==> config.mk <==
export PLATFORM = sky130hd
export DESIGN_NAME = timer_module
export DESIGN_NICKNAME = d
export VERILOG_FILES = /design/src/rtl/timer_module_pkg.sv /design/src/rtl/timer_module_prescaler.sv /design/src/rtl/timer_module.sv
export SDC_FILE = /design/constraint.sdc
export NUM_CORES = 1
export LEC_CHECK = 0
export ABC_AREA = 1
export CAP_MARGIN = 20
export CORE_AREA = 2 2 70 98
export CTS_CLUSTER_SIZE = 14
export DETAILED_ROUTE_END_ITERATION = 12
export DIE_AREA = 0 0 72 100
export MAX_ROUTING_LAYER = met4
export PLACE_DENSITY = 0.76
export SETUP_SLACK_MARGIN = 0.4
export SYNTH_ARGS = -nofsm -noshare
export SYNTH_HDL_FRONTEND = slang
export SYNTH_HIERARCHICAL = 1
export SYNTH_SLANG_ARGS = --single-unit
==> constraint.sdc <==
create_clock -name clk -period 3.6 [get_ports clk]
set_input_delay 0.72 -clock clk [delete_from_list [all_inputs] [get_ports clk]]
set_output_delay 0.72 -clock clk [all_outputs]
set_load 0.05 [all_outputs]
==> src/rtl/timer_module_pkg.sv <==
// -----------------------------------------------------------------------------
// timer_module_pkg
// Shared processor definitions for the programmable timer peripheral:
//   - register address map (TMR_CTRL .. TMR_MISSED)
//   - CTRL bit positions
//   - timer FSM state encoding
//   - timer interrupt vector address, kept here so the timer and the
//     interrupt controller agree on where the timer subroutine lives
// -----------------------------------------------------------------------------
package timer_module_pkg;

  // Register address map
  localparam logic [2:0] TMR_CTRL      = 3'd0;
  localparam logic [2:0] TMR_STATUS    = 3'd1;
  localparam logic [2:0] TMR_PRESCALE  = 3'd2;
  localparam logic [2:0] TMR_RELOAD_LO = 3'd3;
  localparam logic [2:0] TMR_RELOAD_HI = 3'd4;
  localparam logic [2:0] TMR_COUNT_LO  = 3'd5;
  localparam logic [2:0] TMR_COUNT_HI  = 3'd6;
  localparam logic [2:0] TMR_MISSED    = 3'd7;

  // CTRL register bit positions
  localparam int unsigned CTRL_EN       = 0;
  localparam int unsigned CTRL_PERIODIC = 1;
  localparam int unsigned CTRL_IRQ_EN   = 2;

  // Timer FSM state encoding
  typedef enum logic {
    IDLE = 1'b0,
    RUN  = 1'b1
  } tmr_state_e;

  // Interrupt controller vector for the timer subroutine
  localparam logic [9:0] TIMER_VECTOR_ADDR = 10'b1111111010;

endpackage

==> src/rtl/timer_module_prescaler.sv <==
// -----------------------------------------------------------------------------
// timer_prescaler
// Divides the system clock by (prescale_i + 1) while run_i is high.
//   clk        in  system clock
//   reset      in  synchronous active-high reset
//   run_i      in  prescaler advances only while high; holds otherwise
//   clear_i    in  forces the count back to 0 and suppresses the tick
//   prescale_i in  divide value; tick every prescale_i+1 cycles
//   tick_o     out one-cycle tick (combinational from the count)
// -----------------------------------------------------------------------------
module timer_prescaler
  #(
    parameter int unsigned PRESC_W = 8
  )
  (
    input  logic               clk,
    input  logic               reset,
    input  logic               run_i,
    input  logic               clear_i,
    input  logic [PRESC_W-1:0] prescale_i,
    output logic               tick_o
  );

  logic [PRESC_W-1:0] presc_cnt_q;
  logic               wrap_s;

  // Using >= rather than == means a PRESCALE written below the running
  // count wraps on the next cycle instead of counting all the way round.
  assign wrap_s = (presc_cnt_q >= prescale_i);
  assign tick_o = run_i & ~clear_i & wrap_s;

  // Prescaler count: cleared on commit, wraps on tick, otherwise counts.
  always_ff @(posedge clk) begin
    if (reset) begin
      presc_cnt_q <= {PRESC_W{1'b0}};
    end else if (clear_i) begin
      presc_cnt_q <= {PRESC_W{1'b0}};
    end else if (run_i) begin
      if (wrap_s) begin
        presc_cnt_q <= {PRESC_W{1'b0}};
      end else begin
        presc_cnt_q <= presc_cnt_q + PRESC_W'(1);
      end
    end
  end

endmodule

==> src/rtl/timer_module.sv <==
// -----------------------------------------------------------------------------
// timer_module
// Programmable down-counting timer. Drives a one-cycle request pulse into
// the interrupt controller's i_timer input on expiry.
//   clk     in  system clock
//   reset   in  synchronous active-high reset
//   we      in  register write strobe
//   addr    in  register select (see timer_module_pkg address map)
//   wdata   in  register write data
//   rdata   out register read data, combinational from addr
//   i_timer out registered one-cycle interrupt request
// Build option: define TIMER_MISSED_COUNT_EN to add the saturating MISSED
// counter at address 7 (reads 0 and ignores writes when undefined).
// -----------------------------------------------------------------------------
module timer_module
  import timer_module_pkg::*;
  #(
    parameter int unsigned DATA_W  = 8,
    parameter int unsigned PRESC_W = 8
  )
  (
    input  logic              clk,
    input  logic              reset,
    input  logic              we,
    input  logic [2:0]        addr,
    input  logic [DATA_W-1:0] wdata,
    output logic [DATA_W-1:0] rdata,
    output logic              i_timer
  );

  localparam int unsigned COUNT_W = 2 * DATA_W;

  tmr_state_e         state_q;
  logic [2:0]         ctrl_q;
  logic               flag_q;
  logic [PRESC_W-1:0] prescale_q;
  logic [DATA_W-1:0]  reload_lo_q;
  logic [COUNT_W-1:0] reload_q;
  logic [COUNT_W-1:0] count_q;
  logic               i_timer_q;

  logic wr_ctrl_s;
  logic ctrl_stop_s;
  logic commit_s;
  logic w1c_s;
  logic run_s;
  logic tick_s;
  logic expiry_s;
  logic oneshot_done_s;

  assign wr_ctrl_s   = we & (addr == TMR_CTRL);
  // A CTRL write clearing en beats anything the counter would do that cycle.
  assign ctrl_stop_s = wr_ctrl_s & ~wdata[CTRL_EN];
  assign commit_s    = we & (addr == TMR_RELOAD_HI);
  assign w1c_s       = we & (addr == TMR_STATUS) & wdata[0];
  assign run_s       = (state_q == RUN) & ~ctrl_stop_s;
  // tick_s is already masked by commit and stop, so expiry inherits both.
  assign expiry_s    = tick_s & (count_q == {COUNT_W{1'b0}});
  // A same-cycle CTRL write keeps control of en/state over a one-shot end.
  assign oneshot_done_s = expiry_s & ~ctrl_q[CTRL_PERIODIC] & ~wr_ctrl_s;

  timer_prescaler #(.PRESC_W(PRESC_W)) u_prescaler (
    .clk        (clk),
    .reset      (reset),
    .run_i      (run_s),
    .clear_i    (commit_s),
    .prescale_i (prescale_q),
    .tick_o     (tick_s)
  );

  // Timer FSM, configuration registers, counter, flag and interrupt pulse.
  always_ff @(posedge clk) begin
    if (reset) begin
      state_q     <= IDLE;
      ctrl_q      <= 3'b000;
      flag_q      <= 1'b0;
      prescale_q  <= {PRESC_W{1'b0}};
      reload_lo_q <= {DATA_W{1'b0}};
      reload_q    <= {COUNT_W{1'b0}};
      count_q     <= {COUNT_W{1'b0}};
      i_timer_q   <= 1'b0;
    end else begin
      case (state_q)
        IDLE: if (wr_ctrl_s && wdata[CTRL_EN]) state_q <= RUN;
        RUN:  if (ctrl_stop_s || oneshot_done_s) state_q <= IDLE;
        default: state_q <= IDLE;
      endcase

      if (wr_ctrl_s) begin
        ctrl_q <= wdata[2:0];
      end else if (oneshot_done_s) begin
        ctrl_q[CTRL_EN] <= 1'b0;
      end

      if (we && (addr == TMR_PRESCALE))  prescale_q  <= PRESC_W'(wdata);
      if (we && (addr == TMR_RELOAD_LO)) reload_lo_q <= wdata;

      if (commit_s) begin
        reload_q <= {wdata, reload_lo_q};
        count_q  <= {wdata, reload_lo_q};
      end else if (expiry_s) begin
        if (ctrl_q[CTRL_PERIODIC]) count_q <= reload_q;
      end else if (tick_s) begin
        count_q <= count_q - COUNT_W'(1);
      end

      // Set beats a coincident W1C.
      if (expiry_s) begin
        flag_q <= 1'b1;
      end else if (w1c_s) begin
        flag_q <= 1'b0;
      end

      // Back-to-back expiries never stretch the request beyond one cycle.
      i_timer_q <= expiry_s & ctrl_q[CTRL_IRQ_EN] & ~i_timer_q;
    end
  end

  assign i_timer = i_timer_q;

`ifdef TIMER_MISSED_COUNT_EN
  logic [7:0] missed_q;

  // Unserviced-expiry counter: saturates at 255, any write to addr 7 clears.
  always_ff @(posedge clk) begin
    if (reset) begin
      missed_q <= 8'd0;
    end else if (we && (addr == TMR_MISSED)) begin
      missed_q <= 8'd0;
    end else if (expiry_s && flag_q && (missed_q != 8'hFF)) begin
      missed_q <= missed_q + 8'd1;
    end
  end
`endif

  // Register read mux.
  always_comb begin
    rdata = {DATA_W{1'b0}};
    case (addr)
      TMR_CTRL:      rdata = DATA_W'(ctrl_q);
      TMR_STATUS:    rdata = DATA_W'(flag_q);
      TMR_PRESCALE:  rdata = DATA_W'(prescale_q);
      TMR_RELOAD_LO: rdata = reload_lo_q;
      TMR_RELOAD_HI: rdata = reload_q[COUNT_W-1:DATA_W];
      TMR_COUNT_LO:  rdata = count_q[DATA_W-1:0];
      TMR_COUNT_HI:  rdata = count_q[COUNT_W-1:DATA_W];
`ifdef TIMER_MISSED_COUNT_EN
      TMR_MISSED:    rdata = DATA_W'(missed_q);
`endif
      default:       rdata = {DATA_W{1'b0}};
    endcase
  end

endmodule

==> results.yml <==
cells_and_area:
  utilization: 0.658
  drive_gt1_frac: 0.118
  multi_input_comb_area_um2: 2060
  fin_cells: 668
  design_area_um2: 4240
  area_delta_synth_final_pct: 14.8
  nets: 613
  nFillCells: 591
  diodes: 0
  seqCellArea_um2: 1240
synth:
  synth_edf_count: 0
  synth_simple_gate_area_frac: 0.349
  synthFlopType: "dfxtp_1"
  yosys.area_share.xor_xnor: 0.0261
  syn_nets: 587
  synth.distinct_cells: 39
  synth_top_family_by_area: "simple AND/OR/NAND/NOR gates"
  synth-compound-area-share: 0.141
  yosysWarningCount: 6
  async_flop_share: 0
  seq_area_frac_synth: 0.336
  avgSynthCellArea_um2: 6.56
  synth_seq_cells: 62
  synthCells: 563
  synthMuxAreaShare: 0.00271
  syn_area_um2: 3690
  synth_adder_area_share: 0.0339
floorplan:
  core_area_um2: 6440
  dieArea_um2: 7200
  start_util: 0.573
  rows: 35
  ioPinCount: 23
  die_y_um: 100
  die_w_um: 72
global_routing:
  grt_pass1_vias: 3572
  antenna_found_initial: 0
  grt_max_degree: 31
  gr-total-overflow: 0
  track_usage: 0.306
  grt_pass1_wl_mm: 16.6
timing:
  setup_violations: 0
  rsz0062_at_grt: "false"
  relSlewSlack: 0.425
  hold_slack_ns: 0.426
  tightest_slew_ns: 0.861
  slew_viol_final: 0
  setup_tns_ns: 0
  timing.fmax_mhz: 322
  period_needed_ns: 3.10
  worst_slack_ns: 0.496
  fin_skew_ns: 0.0126
  finalHoldViolations: 0
  fin_crit_sh: 0.862
clock_network:
  cts_buffer_depth: 2
  h-tree-depth: 3
  clk_latency_ns: 0.36
  cts_made_buffers: 9
  cts_tree: "yes"
  cts.sinks: 62
  ctsRootBufferMaster: "clkbuf_8"
  clkTransAtPathRegs_ns: 0.07
worst_setup_path:
  worstPathArrival_ns: 2.38
  crit_end: "rdata[6]"
  crit_path_start: "addr[1]"
  crit_type: "in -> out"
  path_max_fanout: 8
  reg2reg_from: "prescale_q[7]"
  path_cells: "clkdlybuf4s50_1, inv_1, nor2_1, nand2_2, o22ai_1, a221oi_1, o21ai_0, buf_4"
  worstRegToRegCells: 16
  worst_setup_path_start_kind: "input port"
  cp.required_ns: 2.88
  r2r_end: "count_q[10]"
  reg2reg_slack_ns: 1.14
  critPathCaptureType: "output port"
  worst_path_max_delay_cell: "clkdlybuf4s50_1"
  max_stage_delay_ns: 0.48
pwr:
  p_leak_nw: 2.01
  vdd_drop_max_mv: 0.339
  cellPowerDensity_nw_per_um2: 386
  power_mw: 1.64
detailed_routing:
  ant_nets: 0
  drt_iter0_markers: 327
  routed_via_density: 5.70
  wirelength_mm: 10.1
  vias: 3805
  first_pass_iters: 5
  drc: 0
  wl_per_cell_um: 15.1
place:
  place_ws_ns: 0.0669
  dp.cells: 649
  place.gp.congestion: 0.971
  postPlaceCellArea_um2: 3990
  io_buffer_count: 22
  dp_hpwl_mm: 7.62
status:
  outcome: "finished clean"
run:
  max-cap-violations: 0
min_path:
  hold_path.class: "reg -> reg"
-- cell usage after synthesis (2+ instances only) --
cell type,count,area [µm²]
o221ai_1,5,43.8
o22ai_1,5,31.3
o21ai_2,2,17.5
nor2_4,2,22.5
a21oi_1,42,210
buf_1,2,7.51
nor2_1,74,278
nand3_1,41,205
inv_2,4,15.0
clkbuf_1,8,30.0
a211o_1,2,17.5
a221oi_1,2,17.5
nand3_2,3,30.0
ha_1,10,125
buf_2,5,25.0
buf_6,2,22.5
nand2_2,2,12.5
dfxtp_1,62,1240
inv_1,81,304
nor2_2,7,43.8
o211ai_1,2,15.0
o21ai_0,28,140
xor2_1,10,87.6
nand2_4,3,33.8
nand2_1,133,499
nand4_1,13,81.3
-- layout make-up --
type | count | share of cell area
clock buffer | 9 | 0.0292
clock inverter | 7 | 0.0171
inverter | 86 | 0.0768
multi-input combinational | 398 | 0.487
sequential | 62 | 0.293
tap | 74 | 0.0218
timing repair buffer | 32 | 0.0750
-- worst min-delay path by stage --
stage	startpoint	end	slack (ns)	depth (start not counted)
finish	i_timer	i_timer	0.43	1
global route	i_timer	i_timer	0.45	1
floorplan	ctrl_q[2]	i_timer	0.43	2
CTS	i_timer	i_timer	0.43	1
global placement	i_timer	i_timer	0.41	1
detailed placement	i_timer	i_timer	0.42	1
-- critical path, delay by kind of cell --
| kind | cells | cell delay, ns |
|---|---|---|
| AND/OR/NAND/NOR | 2 | 0.27 |
| buffers and inverters | 3 | 0.82 |
| AO/OA/AOI/OAI | 3 | 0.56 |
-- cells by family after synthesis --
logic type      after synthesis
compound gates               92
xor+xnor                     11
fa+ha+maj                    10
buf+inv                     103
flops                        62
mux                           1
simple gates                284
-- state kept, by name, indices dropped and copies added, names as in the netlist, 3 cells and up --
name,cells
reload_lo_q,8
reload_q,16
u_prescaler/presc_cnt_q,8
count_q,16
ctrl_q,3
prescale_q,8
-- power breakdown --
part	switching, mW	internal (mW)
clock	0.299	0.320
combinational	0.197	0.102
sequential	0.0171	0.703
-- cell usage in the layout, fill, tap and decap left out, types with 3 or more instances in the layout --
master / n
buf_12: 3
ha_1: 10
xor2_1: 10
nor2_4: 3
o21ai_1: 3
clkbuf_8: 9
clkdlybuf4s50_1: 12
nand2_1: 131
dfxtp_1: 62
o22ai_1: 5
inv_2: 6
a21oi_1: 42
nand3_1: 39
nand2_2: 4
buf_4: 15
nor2_1: 73
nand2_4: 3
nand3_2: 5
o221ai_1: 5
nand4_1: 13
nor2_2: 7
o21ai_0: 26
inv_1: 79
-- layer usage --
layer,share of wire,global-route usage,vias up,routed length [µm]
li1,-,-,1865,-
met5,0,-,-,0
met2,0.48,0.498,145,4890
met4,0.052,0.163,0,530
met3,0.065,0.0763,45,653
met1,0.40,0.342,1750,4030
-- timing repair --
action / in CTS / in global routing
endpoints found under the setup margin: 5 / 23
pin swaps: 0 / 1
hold buffers: 0 / 0
resized for setup: 1 / 13
gates cloned: 0 / 0
setup buffers: 0 / 3
Note: power is estimated with default switching activity, not from simulation.
